[src/rtl/conv2d_systolic_engine.sv]
// Output-stationary systolic engine for 2-D valid convolution of an NxN tile with a KxK filter.
// A diagonal wavefront of PEs accumulates all MxM outputs; weights hop one PE per cycle.
module conv2d_systolic_engine #(
    parameter int N  = 4,
    parameter int K  = 3,
    parameter int DW = 8,
    parameter int AW = 20
) (
    input  logic                           clk,
    input  logic                           rst,
    input  logic                           start,
    input  logic                           sat_en,
    input  logic [N*N*DW-1:0]              zin,
    input  logic [K*K*DW-1:0]              filter,
    output logic [(N-K+1)*(N-K+1)*AW-1:0]  out,
    output logic                           out_valid,
    output logic                           done,
    output logic                           busy,
    output logic [2:0]                     state
);

    localparam int M  = N - K + 1;
    localparam int KK = K * K;
    localparam int R  = KK + 2 * (M - 1);
    localparam int CW = $clog2(R + 1);
    localparam logic [AW-1:0] SATMAX = AW'((1 << DW) - 1);

    typedef enum logic [2:0] {
        IDLE = 3'd0,
        LOAD = 3'd1,
        RUN  = 3'd2,
        DONE = 3'd3
    } state_t;

    state_t                st, st_nxt;
    logic [CW-1:0]         cnt;
    logic [N*N*DW-1:0]     zin_q;
    logic [KK*DW-1:0]      filt_q;
    logic                  sat_q;
    logic                  last;
    logic [DW-1:0]         w00;
    logic [M*M*AW-1:0]     out_nxt;

    assign last  = (st == RUN) && (cnt == CW'(R - 1));
    assign done  = (st == DONE);
    assign busy  = (st != IDLE);
    assign state = st;

    always_comb begin
        st_nxt = st;
        case (st)
            IDLE:    if (start) st_nxt = LOAD;
            LOAD:    st_nxt = RUN;
            RUN:     if (last) st_nxt = DONE;
            DONE:    st_nxt = IDLE;
            default: st_nxt = IDLE;
        endcase
    end

    // The final products land on the same edge that enters DONE, so out is
    // taken from the next-accumulator values to be valid during the DONE cycle.
    always_ff @(posedge clk or posedge rst) begin
        if (rst) begin
            st        <= IDLE;
            cnt       <= '0;
            zin_q     <= '0;
            filt_q    <= '0;
            sat_q     <= 1'b0;
            out       <= '0;
            out_valid <= 1'b0;
        end else begin
            st <= st_nxt;
            if (st == IDLE && start) begin
                zin_q     <= zin;
                filt_q    <= filter;
                sat_q     <= sat_en;
                out_valid <= 1'b0;
            end
            if (st == LOAD) begin
                cnt <= '0;
            end else if (st == RUN) begin
                cnt <= cnt + CW'(1);
            end
            if (last) begin
                out       <= out_nxt;
                out_valid <= 1'b1;
            end
        end
    end

    // Weight injected into the corner PE; everything downstream sees it delayed by i+j hops.
    always_comb begin
        w00 = '0;
        for (int tt = 0; tt < KK; tt++) begin
            if (cnt == CW'(tt)) w00 = filt_q[tt*DW +: DW];
        end
    end

    for (genvar i = 0; i < M; i++) begin : g_row
        for (genvar j = 0; j < M; j++) begin : g_col
            logic [DW-1:0]   wcur;
            logic [DW-1:0]   zsel;
            logic            act;
            logic [2*DW-1:0] prod;
            logic [AW-1:0]   acc;
            logic [AW-1:0]   acc_nxt;

            if (i == 0 && j == 0) begin : g_src
                assign wcur = w00;
            end else if (j > 0) begin : g_src
                assign wcur = g_row[i].g_col[j-1].g_fwd.wreg;
            end else begin : g_src
                assign wcur = g_row[i-1].g_col[0].g_fwd.wreg;
            end

            always_comb begin
                act  = 1'b0;
                zsel = '0;
                for (int tt = 0; tt < KK; tt++) begin
                    if (st == RUN && cnt == CW'(tt + i + j)) begin
                        act  = 1'b1;
                        zsel = zin_q[((i + tt / K) * N + j + tt % K) * DW +: DW];
                    end
                end
            end

            assign prod    = {{DW{1'b0}}, zsel} * {{DW{1'b0}}, wcur};
            assign acc_nxt = act ? acc + AW'(prod) : acc;
            assign out_nxt[(i*M+j)*AW +: AW] = (sat_q && acc_nxt > SATMAX) ? SATMAX : acc_nxt;

            always_ff @(posedge clk or posedge rst) begin
                if (rst) begin
                    acc <= '0;
                end else if (st == LOAD) begin
                    acc <= '0;
                end else if (st == RUN) begin
                    acc <= acc_nxt;
                end
            end

            // Only PEs that feed a neighbour keep a forwarding register.
            if (j < M - 1 || (j == 0 && i < M - 1)) begin : g_fwd
                logic [DW-1:0] wreg;
                always_ff @(posedge clk or posedge rst) begin
                    if (rst) begin
                        wreg <= '0;
                    end else if (st == LOAD) begin
                        wreg <= '0;
                    end else if (st == RUN) begin
                        wreg <= wcur;
                    end
                end
            end
        end
    end

endmodule

[config.mk]
export PLATFORM = sky130hd
export DESIGN_NAME = conv2d_systolic_engine
export DESIGN_NICKNAME = d
export VERILOG_FILES = /design/src/rtl/conv2d_systolic_engine.sv
export SDC_FILE = /design/constraint.sdc
export NUM_CORES = 2
export LEC_CHECK = 0
export BUFFER_PORTS_ARGS = -buffer_cell sky130_fd_sc_hd__clkbuf_2
export CAP_MARGIN = 10
export CORE_MARGIN = 1.5
export CORE_UTILIZATION = 47
export DETAILED_ROUTE_END_ITERATION = 12
export MAX_ROUTING_LAYER = met4
export PLACE_DENSITY_LB_ADDON = 0.08
export REMOVE_ABC_BUFFERS = 1
export SLEW_MARGIN = 25
export SYNTH_ARGS = -nofsm -noshare
export SYNTH_HDL_FRONTEND = slang
export SYNTH_SLANG_ARGS = --single-unit
[constraint.sdc]
create_clock -name clk -period 15.65 [get_ports clk]
set_input_delay 2.3475 -clock clk [delete_from_list [all_inputs] [get_ports clk]]
set_output_delay 2.3475 -clock clk [all_outputs]
set_load 0.005 [all_outputs]
# Word-level counts from Yosys, hierarchy flattened

Cells that the tools add are included.

Output and inout port bits: 86
Logic and storage cells: 162
Input bits: 204
Register bits: 385

Mux-type cells: 99
$add $sub $neg: 5
Reduce and logical (&&, ||, !) cells: 22
Magnitude comparators: 4
Multiply operators: 4
Equal/unequal tests: 15

Operator list:

| operator                                            | number |
|---|---|
| 2-to-1 mux 8 bit                                    | 49 |
| 2-to-1 mux 20 bit                                   | 16 |
| adder 20 x 16 -> 20 bit                             | 4 |
| > comparator 20 x 8 -> 1 bit, second input constant | 4 |
| multiplier 8 x 8 -> 16 bit                          | 4 |
| 2-to-1 mux 1 bit                                    | 29 |
| == test 4 x 3 -> 1 bit, second input constant       | 4 |
| logical AND 1 bit                                   | 16 |
| == test 4 bit, second input constant                | 3 |
| case mux 3 bit (3 select lines)                     | 1 |
| == test 4 x 2 -> 1 bit, second input constant       | 2 |
| 2-to-1 mux 4 bit                                    | 2 |
| == test 3 x 2 -> 1 bit, second input constant       | 2 |
| 2-to-1 mux 3 bit                                    | 2 |
| adder 4 x 1 -> 4 bit, second input constant         | 1 |
| == test 4 x 1 -> 1 bit, second input constant       | 1 |
| logical NOT 4 bit                                   | 1 |
| inequality test 2 bit, second input constant        | 2 |
| nonzero test 2 bit                                  | 2 |
| == test 3 x 1 -> 1 bit, second input constant       | 1 |
| logical NOT 3 bit                                   | 1 |
| nonzero test 3 bit                                  | 1 |
| AND reduction 2 bit                                 | 1 |

# Longest topological paths before layout

Depth in word-level cells: 17
Depth in mapped cells: 33

# Least setup slack after synthesis

Ideal clock, no wire load.

Kind: reg2reg
From: register st[0] (netlist: state[0])
To: register out[21]
Setup time: 0.142 ns
Path slack: 8.326 ns
Path buffers: 4
Required time: 15.508 ns
Arrival: 7.182 ns
Stages on the path, launching flop included: 32
Cells stage by stage: dfrtp_1 inv_1 ha_1 clkbuf_1 nand2_1 and4_1 clkbuf_1 clkbuf_1 a221oi_1 o21ai_0 o21ai_0 a211oi_1 a21oi_1 o21ai_1 and2_1 fa_1 fa_1 inv_1 fa_1 fa_1 inv_1 ha_1 clkbuf_1 a2111oi_0 o2111ai_1 a41oi_1 xnor2_1 mux2i_1 inv_1 or3_1 o31ai_4 a31oi_1

Word-level cells in the longest chain between the ends: 17

Ends and longest elaborated chain:

| what                           | line    | RTL |
|---|---|---|
| start: declaration             | 35      | `state_t st, st_nxt;` |
| start signal: assignment       | 72      | `st <= st_nxt;` |
| == test 3 x 2 -> 1 bit (*)     | 44, 120 |  |
| logical AND 1 bit              | 120     | `if (st == RUN && cnt == CW'(tt + i + j)) begin` |
| 2-to-1 mux 8 bit (9 in series) | 120     |  |
| multiplier 8 x 8 -> 16 bit     | 127     | `assign prod = {{DW{1'b0}}, zsel} * {{DW{1'b0}}, wcur};` |
| adder 20 x 16 -> 20 bit        | 128     | `assign acc_nxt = act ? acc + AW'(prod) : acc;` |
| 2-to-1 mux 20 bit              | 128     |  |
| > comparator 20 x 8 -> 1 bit   | 129     | `assign out_nxt[(i*M+j)*AW +: AW] = (sat_q && acc_nxt > SATMAX) ? SATMAX : acc_nxt;` |
| logical AND 1 bit              | 129     |  |
| 2-to-1 mux 20 bit              | 129     |  |
| end signal: assignment         | 85      | `out <= out_nxt;` |
| end: declaration               | 15      | `output logic [(N-K+1)*(N-K+1)*AW-1:0] out,` |

Every way passes the cells marked *; elsewhere a longest branch is shown, timed or not.
A chain may end at the register's enable or synchronous reset.

# Final worst setup path

From: register cnt[2]
To: register out[26]

Word-level cells in the longest chain between the ends: 17

Ends and longest elaborated chain:

| what                           | line | RTL |
|---|---|---|
| start: declaration             | 36   | `logic [CW-1:0] cnt;` |
| start signal: assignment       | 82   | `cnt <= cnt + CW'(1);` |
| == test 4 x 1 -> 1 bit         | 120  |  |
| logical AND 1 bit              | 120  |  |
| 2-to-1 mux 8 bit (9 in series) | 120  |  |
| multiplier 8 x 8 -> 16 bit     | 127  |  |
| adder 20 x 16 -> 20 bit        | 128  |  |
| 2-to-1 mux 20 bit              | 128  |  |
| > comparator 20 x 8 -> 1 bit   | 129  |  |
| logical AND 1 bit              | 129  |  |
| 2-to-1 mux 20 bit              | 129  |  |

Parallel ways exist; a longest one is shown, timed or not.

==> out/metrics.cfg <==
[outcome]
outcome = finished clean

[floorplan]
fp.dieW_um = 251
fp.coreArea_um2 = 60500
die-area_um2 = 62800
initial_core_util_pct = 47.7
ios = 290
rows = 90
fp.dieH_um = 251

[synthesis]
synth_edf_count = 0
synthMuxAreaShare_pct = 8.37
synth_cell_type_count = 72
synth_area_um2 = 28800
yosys.area_share.simple_pct = 11.8
syn_area_per_cell_um2 = 9.44
synthXorXnorAreaFrac_pct = 1.64
synthAdderAreaFrac_pct = 21.4
synth_top_family_by_area = adder cells
ys_ff_latch = 384
synth_cells = 3054
synth-main-ff-cell = dfrtp_1
ys_seq_area_share_pct = 33.3
yosys_warnings = 0
synth_compound_area_share_pct = 15.6
async_reset_ff_share_pct = 100

[final_layout]
fill_cells = 5571
drive_gt1_share_pct = 18.5
antenna_cells = 0
layout.nets = 3848
syn_to_final_growth_pct = 13.0
final-instance-count-excl-fill = 4083

[sta]
fin_crit_ns = 9.54
setup_viol = 0
layout_worst_path_cycle_share_pct = 60.9
final_hold_viol_count = 0
finalSetupTns_ns = 0
worst_pin_slew_ns = 1.10
timing.fmax_ghz = 0.105
drv_slew = 0
timing.slew.headroom_pct = 26.1
skew_ns = 0.0134
rsz0062_at_grt = false

[setup_path]
cp-start-kind = flip-flop
path_common_cell = fa_1
critPathKind = reg2reg
critPathMaxStageDelay_ns = 0.76
crit_path_end_kind = flip-flop
worst_ep_arrival_time_ns = 9.97
crit_fanout = 24
crit_slowest_cell = nand3_1
crit_chain = nor2b_2 > nand3_1 > nand2_1 > nor2_1 > a211oi_1 > a21oi_1 > o21ai_1 > and2_1 > fa_1 > fa_1 > inv_1 > fa_1 > fa_1 > inv_1 > ha_1 > a2111oi_0 > o2111ai_1 > a41oi_1 > xnor2_1 > mux2i_1 > inv_1 > or3_1 > o31ai_4 > a21oi_1
required_ns = 16.09

[grt]
first_global_vias = 23347
antenna_found_initial = 0
grtUsageTotal_pct = 27.4
grt_max_degree = 135
grt_pass1_wl_um = 131000
overflow = 0

[placed_design]
gp_congestion = 0.923
io_buffers = 288
place_hpwl_um = 61900
place_inst = 4004

[clock_tree]
holdBufCountCts = 0
cts_tree = built
cts_buffer_depth = 3
cts-resized-gates = 0
clk_pin_slew_ns = 0.06
clk_latency_ns = 0.60
cts_num_sinks = 384
numCtsBuffers = 46
cts-htree-levels = 2
cts_setup_buffers = 0
ctsRootBufferMaster = clkbuf_16

[routing]
wl_um = 82600
route.detailed.drc = 0
antenna_left = 0
drtIter0Drc = 1532
drt_first_pass_iters = 6
vias = 22935
routedWlPerCell_um = 20.2
vias_per_cell = 5.62

[pwr]
vdd_drop_max_uv = 118
power.density_nw_per_um2 = 190
leakagePower_nw = 15.9

[run]
drv_cap = 0

[worst_hold_path]
min_path_type = reg2reg

-- cells in the mapped netlist (4+ instances only) --
cell type    n  area share (%)
and4b_1      6            0.21
a22oi_1     18            0.47
a221oi_1    25            0.76
o31ai_1      6            0.16
ha_1       173             7.5
o21ai_1     15            0.26
o21a_1       8            0.21
xnor2_1     35             1.1
nand2b_1    38            0.82
nor3_1      19            0.33
a21oi_1    177             3.1
dfrtp_1    384              33
mux2i_1     15            0.52
and2_1      88             1.9
o22ai_1     74             1.6
inv_1      440             5.7
nand2_1    294             3.8
buf_1       12            0.16
a21o_1      28            0.73
o21ai_0    162             2.8
a211o_1      4            0.12
nand4_1      5            0.11
nor2b_1     16            0.35
a2111oi_0    6            0.18
o211a_1     10            0.35
nor2_1     177             2.3
nand3b_1    18            0.47
a211oi_1    39             1.0
a221o_1     17            0.59
and3_1       9            0.20
a41oi_1      5            0.15
clkbuf_1   133             1.7
nand3_1     32            0.56
buf_2        6            0.10
nor3b_1      4            0.10
o211ai_1    54             1.4
a31oi_1     14            0.30
a32o_1      14            0.49
fa_1       200              14
a22o_1       5            0.15
xor2_1      19            0.58
mux2_2     201             7.9
-- per-layer routing --
layer | vias up | share of wire, % | GRT usage (%)
met3 | 117 | 5.3 | 3.82
met2 | 662 | 48 | 44.4
met4 | 0 | 2.4 | 6.72
met5 | - | 0 | -
met1 | 11407 | 44 | 36.3
li1 | 10749 | - | -
-- worst max-delay path: cells and delay by family (launching register included) --
family	cells	cell delay (ns)
xor gates and xnor gates	1	0.09
DFF	1	0.71
buffers and inverters	3	0.16
adders and majority gates	5	2.30
and+or+nand+nor	6	2.96
AOI/OAI and AO/OA	8	2.92
muxes	1	0.21
-- layout by cell type (no fill, tap or decap), drive strengths merged, types with 39 or more instances in the layout --
master	count
o21ai	177
mux2	201
and2	88
a21oi	177
dfrtp	384
ha	173
fa	200
clkbuf	353
nor2	177
nand2	294
o211ai	54
o22ai	74
inv	439
a211oi	39
-- report_power, final --
| part | switching, mW | total (mW) | internal, mW |
|---|---|---|---|
| logic | 2.01 | 3.31 | 1.30 |
| registers | 0.360 | 1.78 | 1.42 |
| clock network | 0.447 | 1.10 | 0.650 |
-- final cells by class --
cell class | instances | area, um^2 | share of cell area, %
Timing Repair Buffer | 324 | 1730 | 5.32
Inverter | 440 | 1660 | 5.11
Clock buffer | 65 | 1310 | 4.03
Clock inverter | 13 | 219 | 0.672
Sequential cell | 384 | 9610 | 29.5
Tap cell | 782 | 978 | 3.01
Multi-Input combinational cell | 2075 | 17000 | 52.3
-- through the flow --
stage	power [mW]	worst slack, ns	instance area, um^2	hold slack, ns	util, %
floorplan	4.03	2.63	28200	0.463	-
global placement	5.01	6.18	31000	0.464	51.2
detailed placement	5.10	5.88	31000	0.460	51.3
CTS	6.22	5.86	32500	0.473	53.8
global route	6.70	5.50	32600	0.496	53.8
finish	6.19	6.11	32600	0.474	53.8
-- worst paths after layout --
| check | cells past startpoint | end | slack [ns] | start |
|---|---|---|---|---|
| setup / recovery | 24 | out[26] | 6.11 | cnt[2] |
| min in group asynchronous | 2 | zin_q[26] | 1.88 | rst |
| hold / removal | 2 | out[19] | 0.47 | out[19] |
| setup reg to reg | 24 | out[26] | 6.11 | cnt[2] |
| hold reg to reg | 2 | out[19] | 0.47 | out[19] |
| max in group asynchronous | 4 | out[18] | 11.60 | rst |
-- registers in the layout (all words and copies together), names as in the netlist --
| register | count |
|---|---|
| cnt | 4 |
| filt_q | 72 |
| g_row.g_col.acc | 80 |
| g_row.g_col.g_fwd.wreg | 16 |
| out | 80 |
| out_valid | 1 |
| sat_q | 1 |
| state | 2 |
| zin_q | 128 |
-- kinds of logic after synthesis --
kind of cell | count (synthesis)
flip-flops | 384
multiplexers | 216
buffers and inverters | 595
AND/OR/NAND/NOR | 727
XOR/XNOR | 54
adder cells (fa/ha/maj) | 373
other | 1
AO/OA/AOI/OAI | 704
(Power assumes the default switching activity.)
